`src/rtl/i2c_pkg.sv`:
```
// Shared types and constants for the I2C slave receive datapath.
package i2c_pkg;

   localparam int unsigned BITS_PER_BYTE = 8;

   typedef enum logic [1:0] {
      IDLE,
      RX_BITS,
      ACK
   } rx_state_t;

endpackage

```
`src/rtl/i2c_if.sv`:
```
// Bus-side and consumer-side signals of the I2C receive datapath.
interface i2c_if #(
   parameter int unsigned NUM_BYTES = 6
) ();

   logic                          SCL;
   logic                          SCL_prev;
   logic                          SDA;
   logic                          SDA_prev;
   logic                          enable;
   logic                          done;
   logic                          SDA_down;
   logic [NUM_BYTES-1:0][3:0]     HEX_out;

   // Environment side: drives the sampled bus and enable, observes results
   modport master (
      output SCL, SCL_prev, SDA, SDA_prev, enable,
      input  done, SDA_down, HEX_out
   );

   // Receiver side
   modport slave (
      input  SCL, SCL_prev, SDA, SDA_prev, enable,
      output done, SDA_down, HEX_out
   );

endinterface

```
`src/rtl/i2c_bus_cond_detect.sv`:
```
// Decodes SCL edges and START/STOP conditions from current and one-cycle-old bus samples.
module i2c_bus_cond_detect (
   input  logic i_scl,
   input  logic i_scl_prev,
   input  logic i_sda,
   input  logic i_sda_prev,
   input  logic i_enable,
   output logic o_scl_rise_c,
   output logic o_scl_fall_c,
   output logic o_start_c,
   output logic o_stop_c
);

   logic w_scl_high;

   // SCL held high across both samples: the window where SDA edges are START/STOP
   assign w_scl_high   = i_scl & i_scl_prev;

   assign o_scl_rise_c = i_enable &  i_scl & ~i_scl_prev;
   assign o_scl_fall_c = i_enable & ~i_scl &  i_scl_prev;
   assign o_start_c    = i_enable & w_scl_high & ~i_sda &  i_sda_prev;
   assign o_stop_c     = i_enable & w_scl_high &  i_sda & ~i_sda_prev;

endmodule

```
`src/rtl/i2c_data_in_top_level.sv`:
```
// I2C slave receiver: shifts in MSB-first bytes, ACKs them, keeps each byte's low nibble.
module i2c_data_in_top_level
   import i2c_pkg::*;
#(
   parameter int unsigned NUM_BYTES = 6
) (
   input  logic   FPGA_clk,
   input  logic   rst,
   i2c_if.slave   bus
);

   localparam int unsigned IDX_W = $clog2(NUM_BYTES + 1);
   localparam int unsigned CNT_W = $clog2(BITS_PER_BYTE);

   rx_state_t                     r_state,     w_state_nxt;
   logic [CNT_W-1:0]              r_bit_cnt,   w_bit_cnt_nxt;
   logic [BITS_PER_BYTE-1:0]      r_shift,     w_shift_nxt;
   logic [IDX_W-1:0]              r_byte_idx,  w_byte_idx_nxt;
   logic                          r_ack_hi,    w_ack_hi_nxt;
   logic                          r_done,      w_done_nxt;
   logic                          r_sda_down,  w_sda_down_nxt;
   logic [NUM_BYTES-1:0][3:0]     r_hex,       w_hex_nxt;

   logic w_scl_rise;
   logic w_scl_fall;
   logic w_start;
   logic w_stop;
   logic w_room;

   i2c_bus_cond_detect u_cond (
      .i_scl        (bus.SCL),
      .i_scl_prev   (bus.SCL_prev),
      .i_sda        (bus.SDA),
      .i_sda_prev   (bus.SDA_prev),
      .i_enable     (bus.enable),
      .o_scl_rise_c (w_scl_rise),
      .o_scl_fall_c (w_scl_fall),
      .o_start_c    (w_start),
      .o_stop_c     (w_stop)
   );

   // A byte slot is still free; once full, bytes are NACKed and dropped
   assign w_room = (r_byte_idx < IDX_W'(NUM_BYTES));

   // Next-state and next-output logic; everything holds unless an event fires
   always_comb begin
      w_state_nxt    = r_state;
      w_bit_cnt_nxt  = r_bit_cnt;
      w_shift_nxt    = r_shift;
      w_byte_idx_nxt = r_byte_idx;
      w_ack_hi_nxt   = r_ack_hi;
      w_done_nxt     = r_done;
      w_sda_down_nxt = r_sda_down;
      w_hex_nxt      = r_hex;

      if (!bus.enable) begin
         w_state_nxt = r_state;
      end else if (w_start) begin
         w_state_nxt    = RX_BITS;
         w_bit_cnt_nxt  = '0;
         w_byte_idx_nxt = '0;
         w_ack_hi_nxt   = 1'b0;
         w_done_nxt     = 1'b0;
         w_sda_down_nxt = 1'b0;
      end else begin
         case (r_state)
            IDLE: begin
               w_state_nxt = RX_BITS;
            end
            RX_BITS: begin
               if (w_stop) begin
                  w_bit_cnt_nxt = '0;
                  w_shift_nxt   = '0;
               end else if (w_scl_rise) begin
                  w_shift_nxt   = {r_shift[BITS_PER_BYTE-2:0], bus.SDA};
                  w_bit_cnt_nxt = r_bit_cnt + CNT_W'(1);
                  if (r_bit_cnt == CNT_W'(BITS_PER_BYTE - 1)) begin
                     if (w_room) begin
                        w_hex_nxt[r_byte_idx] = {r_shift[2:0], bus.SDA};
                     end
                     w_ack_hi_nxt = 1'b0;
                     w_state_nxt  = ACK;
                  end
               end
            end
            ACK: begin
               // STOP here is the master releasing SDA after the 9th clock; ignored
               if (w_scl_rise) begin
                  w_ack_hi_nxt = 1'b1;
               end else if (w_scl_fall) begin
                  if (!r_ack_hi) begin
                     w_sda_down_nxt = w_room;
                  end else begin
                     w_sda_down_nxt = 1'b0;
                     w_bit_cnt_nxt  = '0;
                     w_ack_hi_nxt   = 1'b0;
                     w_state_nxt    = RX_BITS;
                     if (w_room) begin
                        w_byte_idx_nxt = r_byte_idx + IDX_W'(1);
                        if (r_byte_idx == IDX_W'(NUM_BYTES - 1)) begin
                           w_done_nxt = 1'b1;
                        end
                     end
                  end
               end
            end
            default: begin
               w_state_nxt = IDLE;
            end
         endcase
      end
   end

   // State and output registers
   always_ff @(posedge FPGA_clk or negedge rst) begin
      if (!rst) begin
         r_state    <= IDLE;
         r_bit_cnt  <= '0;
         r_shift    <= '0;
         r_byte_idx <= '0;
         r_ack_hi   <= 1'b0;
         r_done     <= 1'b0;
         r_sda_down <= 1'b0;
         r_hex      <= '0;
      end else begin
         r_state    <= w_state_nxt;
         r_bit_cnt  <= w_bit_cnt_nxt;
         r_shift    <= w_shift_nxt;
         r_byte_idx <= w_byte_idx_nxt;
         r_ack_hi   <= w_ack_hi_nxt;
         r_done     <= w_done_nxt;
         r_sda_down <= w_sda_down_nxt;
         r_hex      <= w_hex_nxt;
      end
   end

   assign bus.done     = r_done;
   assign bus.SDA_down = r_sda_down;
   assign bus.HEX_out  = r_hex;

endmodule

```
`src/flat_wrapper.sv`:
```
// flat-port wrapper written by rule: the top's interface ports become plain ports
module i2c_data_in_top_level_flat import i2c_pkg::*;
#(
   parameter int unsigned NUM_BYTES = 6
)
  (FPGA_clk, rst, bus_SCL, bus_SCL_prev, bus_SDA, bus_SDA_prev, bus_enable, bus_done, bus_SDA_down, bus_HEX_out);
  i2c_if #(.NUM_BYTES(NUM_BYTES)) bus_i ();
  input  logic FPGA_clk;
  input  logic rst;
  input wire logic [$bits(bus_i.SCL)-1:0] bus_SCL;
  input wire logic [$bits(bus_i.SCL_prev)-1:0] bus_SCL_prev;
  input wire logic [$bits(bus_i.SDA)-1:0] bus_SDA;
  input wire logic [$bits(bus_i.SDA_prev)-1:0] bus_SDA_prev;
  input wire logic [$bits(bus_i.enable)-1:0] bus_enable;
  output wire logic [$bits(bus_i.done)-1:0] bus_done;
  output wire logic [$bits(bus_i.SDA_down)-1:0] bus_SDA_down;
  output wire logic [$bits(bus_i.HEX_out)-1:0] bus_HEX_out;
  assign bus_i.SCL = bus_SCL;
  assign bus_i.SCL_prev = bus_SCL_prev;
  assign bus_i.SDA = bus_SDA;
  assign bus_i.SDA_prev = bus_SDA_prev;
  assign bus_i.enable = bus_enable;
  assign bus_done = bus_i.done;
  assign bus_SDA_down = bus_i.SDA_down;
  assign bus_HEX_out = bus_i.HEX_out;
  i2c_data_in_top_level #(.NUM_BYTES(NUM_BYTES)) u_core (.FPGA_clk(FPGA_clk), .rst(rst), .bus(bus_i));
endmodule
```
`config.mk`:
```
export PLATFORM = sky130hd
export DESIGN_NAME = i2c_data_in_top_level_flat
export DESIGN_NICKNAME = d
export VERILOG_FILES = /design/src/rtl/i2c_pkg.sv /design/src/rtl/i2c_if.sv /design/src/rtl/i2c_bus_cond_detect.sv /design/src/rtl/i2c_data_in_top_level.sv /design/src/flat_wrapper.sv
export SDC_FILE = /design/constraint.sdc
export NUM_CORES = 1
export LEC_CHECK = 0
export CAP_MARGIN = 20
export CELL_PAD_IN_SITES_DETAIL_PLACEMENT = 0
export CELL_PAD_IN_SITES_GLOBAL_PLACEMENT = 1
export CORE_UTILIZATION = 43
export CTS_BUF_LIST = sky130_fd_sc_hd__clkbuf_2 sky130_fd_sc_hd__clkbuf_4 sky130_fd_sc_hd__clkbuf_8
export DETAILED_ROUTE_END_ITERATION = 12
export HOLD_SLACK_MARGIN = 0.05
export PLACE_DENSITY_LB_ADDON = 0.3
export SYNTH_ARGS = -nofsm -noshare
export SYNTH_HDL_FRONTEND = slang
export SYNTH_SLANG_ARGS = --single-unit
```
`constraint.sdc`:
```
create_clock -name FPGA_clk -period 2.3 [get_ports FPGA_clk]
set_clock_uncertainty 0.2 [all_clocks]
set_input_delay 0.23 -clock FPGA_clk [delete_from_list [all_inputs] [get_ports FPGA_clk]]
set_output_delay 0.23 -clock FPGA_clk [all_outputs]
set_load 0.1 [all_outputs]
```
==> results.json <==
{
  "status": "finished, final reports clean",
  "synth_compound_area_share_pct": 10.68,
  "required_ps": 2270,
  "synth_top_area_share_pct": 55.19,
  "fp.dieW_um": 65.30,
  "fmax_mhz": 466.5,
  "synthTopCellsByArea": "dfrtp_1 55%, mux2_2 16%, ha_1 2.9%",
  "max_stage_delay_ps": 370,
  "grt.total_usage_pct": 18.26,
  "hold_buffers": 0,
  "grt_pass1_wl_um": 5754,
  "cts_max_path_buffers": 2,
  "htree_levels": 2,
  "critPathSlowestCell": "dfrtp_1",
  "cts_buffers": 5,
  "drt_iter0_drc": 51,
  "clk_latency_ps": 290,
  "synth_simple_gate_area_share_pct": 11.84,
  "syn_nets": 141,
  "root_buffer": "clkbuf_8",
  "drv_cap": 0,
  "critical_path.top_delay_family": "simple AND/OR/NAND/NOR gates",
  "dr_total_vias": 1196,
  "finalMaxSlewViolations": 0,
  "cp-end-kind": "flip-flop",
  "antennaDiodeCount": 0,
  "via_per_inst": 5.339,
  "grt_start_max_net_pins": 39,
  "wirelength_um": 3386,
  "detail-route-antenna-nets": 0,
  "drc": 0,
  "rows": 22,
  "final_cell_area_um2": 2208,
  "cpMostUsedCell": "ha_1",
  "dp.cells": 217,
  "fill_cells": 344,
  "grt_overflow": 0,
  "antenna_found_initial": 0,
  "fin_crit_sh_pct": 93.20,
  "final_common_cell": "dfrtp_1",
  "seq_area_frac_synth_pct": 55.19,
  "avgRoutedWirePerCell_um": 15.12,
  "ys_seq_elements": 38,
  "critPathLaunchType": "flip-flop",
  "synthMuxAreaShare_pct": 17.50,
  "grt_pass1_vias": 1227,
  "cts_tree": "yes",
  "ys_types": 39,
  "synth_cells": 130,
  "worstPathCellList": "ha_1 -> ha_1 -> and4b_1 -> nor3b_4 -> and3_1 -> mux2_2",
  "synthXorXnorAreaFrac_pct": 0,
  "setup_violations": 0,
  "syn_to_final_growth_pct": 28.18,
  "drive_above_1_share_pct": 42.61,
  "synth_area_per_cell_um2": 13.25,
  "cp_max_fo": 4,
  "period_minus_slack_ps": 2144,
  "powerDensity_nw_per_um2": 666.8,
  "crit_buf_inv": 0,
  "hpwl_um": 2549,
  "multiInputGateArea_um2": 739.5,
  "cts.sinks": 38,
  "crit_type": "flip-flop to flip-flop",
  "synth_top_family_by_area": "multiplexers",
  "cts_setup_buffers": 0,
  "cp_data_arrival_time_ps": 2120,
  "drtPass1Iterations": 4,
  "routabilityCongestion": 0.8730,
  "core_um2": 3744,
  "cellLeakagePower_nw": 1.124,
  "start_util_pct": 46.02,
  "fin_util_pct": 58.99,
  "setup_tns_ps": 0,
  "cts.clk_slew.worst_paths_ps": 70,
  "placed_area_um2": 2096,
  "tightest_slew_ps": 467.6,
  "synth-warning-count": 0,
  "fp.dieArea_um2": 4264,
  "synthAdderAreaFrac_pct": 2.905,
  "ir_drop_v": 0.0005149,
  "synth_largest_area_cell": "dfrtp_1",
  "final_nets": 187,
  "final_cell_mix": "38 x dfrtp_1, 36 x buf_4, 25 x mux2_2",
  "instances_no_fill": 224,
  "seqCellArea_um2": 950.9,
  "rsz0062_at_grt": "no",
  "hold_class": "input port to asynchronous set/reset pin",
  "netlist_area_um2": 1723,
  "ctsResizeCount": 0,
  "hold_viol_final": 0,
  "numPortBuffers": 32,
  "die_y_um": 65.30,
  "io_pins": 33,
  "relSlewSlack_pct": 68.82
}
-- area by class of cell --
class	instances	share of cell area [%]
Multi-Input combinational cell	85	33.48
Tap cell	48	2.720
Clock buffer	6	3.739
Clock inverter	1	1.360
Inverter	4	0.6799
Sequential cell	38	43.06
Timing Repair Buffer	42	14.96
-- cell usage after synthesis --
master and instances:
a21o_1 1, o22ai_1 1, nor2b_1 2, o2bb2ai_1 1
nand3b_1 1, mux2_2 25, o311a_1 1, nor3_4 1
a31oi_1 2, a311o_1 1, a22o_1 5, a31o_2 1
a211o_1 1, o221ai_1 1, nand4_2 1, or3_1 1
buf_4 1, dfrtp_1 38, and3_1 2, o21ai_0 2
nand3_1 2, mux2i_1 2, nand4_1 1, nor3b_4 1
a22oi_1 1, nor2_1 4, nand2_1 8, a41oi_1 1
ha_1 4, and4b_1 1, nand2_2 1, inv_1 4
a21oi_1 1, nand2b_1 3, and4_4 1, buf_2 2
nor3_2 1, o21a_1 1, o32a_1 2
-- worst reg2reg max path: stages (launching register included) --
cell and delay (ps):
dfrtp_1 370, ha_1 170, ha_1 190, and4b_1 230
nor3b_4 240, and3_1 280, mux2_2 360
-- sequential cells by signal, summed over array words and instances, names as in the netlist --
signal	flops
u_core.r_ack_hi	1
u_core.r_state	2
u_core.bus.SDA_down	1
u_core.r_byte_idx	3
u_core.bus.done	1
u_core.bus.HEX_out	24
u_core.r_shift	3
u_core.r_bit_cnt	3
-- metal layers --
layer / track usage [%] / vias up / share of wire, %
met3: 6.250 / 8 / 4.8
met5: 0 / - / 0
met4: 6.522 / 0 / 1.7
li1: - / 570 / -
met1: 23.02 / 590 / 45
met2: 28.99 / 28 / 49
-- power by group --
part           internal (W)  switching [W]
registers          0.000701      0.0000419
clock network      0.000347       0.000220
logic             0.0000674      0.0000954
total               0.00112       0.000358
-- final timing paths --
path / from / slack [ps] / end / depth (start not counted)
hold reg to reg: u_core.bus.SDA_down$_DFFE_PN0P_ / 300 / u_core.bus.SDA_down$_DFFE_PN0P_ / 1
hold / removal: rst / 170 / u_core.bus.done$_DFFE_PN0P_ / 2
setup / recovery: u_core.r_bit_cnt[0]$_DFFE_PN0P_ / 160 / u_core.bus.HEX_out[22]$_DFFE_PN0P_ / 6
max in group asynchronous: rst / 1400 / u_core.r_ack_hi$_DFFE_PN0P_ / 2
setup reg to reg: u_core.r_bit_cnt[0]$_DFFE_PN0P_ / 160 / u_core.bus.HEX_out[22]$_DFFE_PN0P_ / 6
min in group FPGA_clk: u_core.bus.SDA_down$_DFFE_PN0P_ / 300 / u_core.bus.SDA_down$_DFFE_PN0P_ / 1
-- cells by family after synthesis --
family	Yosys count
mux	27
fa+ha+maj	4
buf+inv	7
flops	38
simple gates	31
compound gates	23
-- stage by stage --
step / power [W] / hold WS, ps / worst slack [ps]
floorplan: 0.0008464 / -265.6 / 258.2
global placement: 0.0009132 / 273.4 / 120.8
detailed placement: 0.0009205 / 279.9 / 52.27
CTS: 0.001486 / 191.5 / 150.4
global route: 0.001539 / 204.2 / 23.23
finish: 0.001473 / 168.0 / 156.5
No activity file was read; power rests on OpenSTA's default activity.
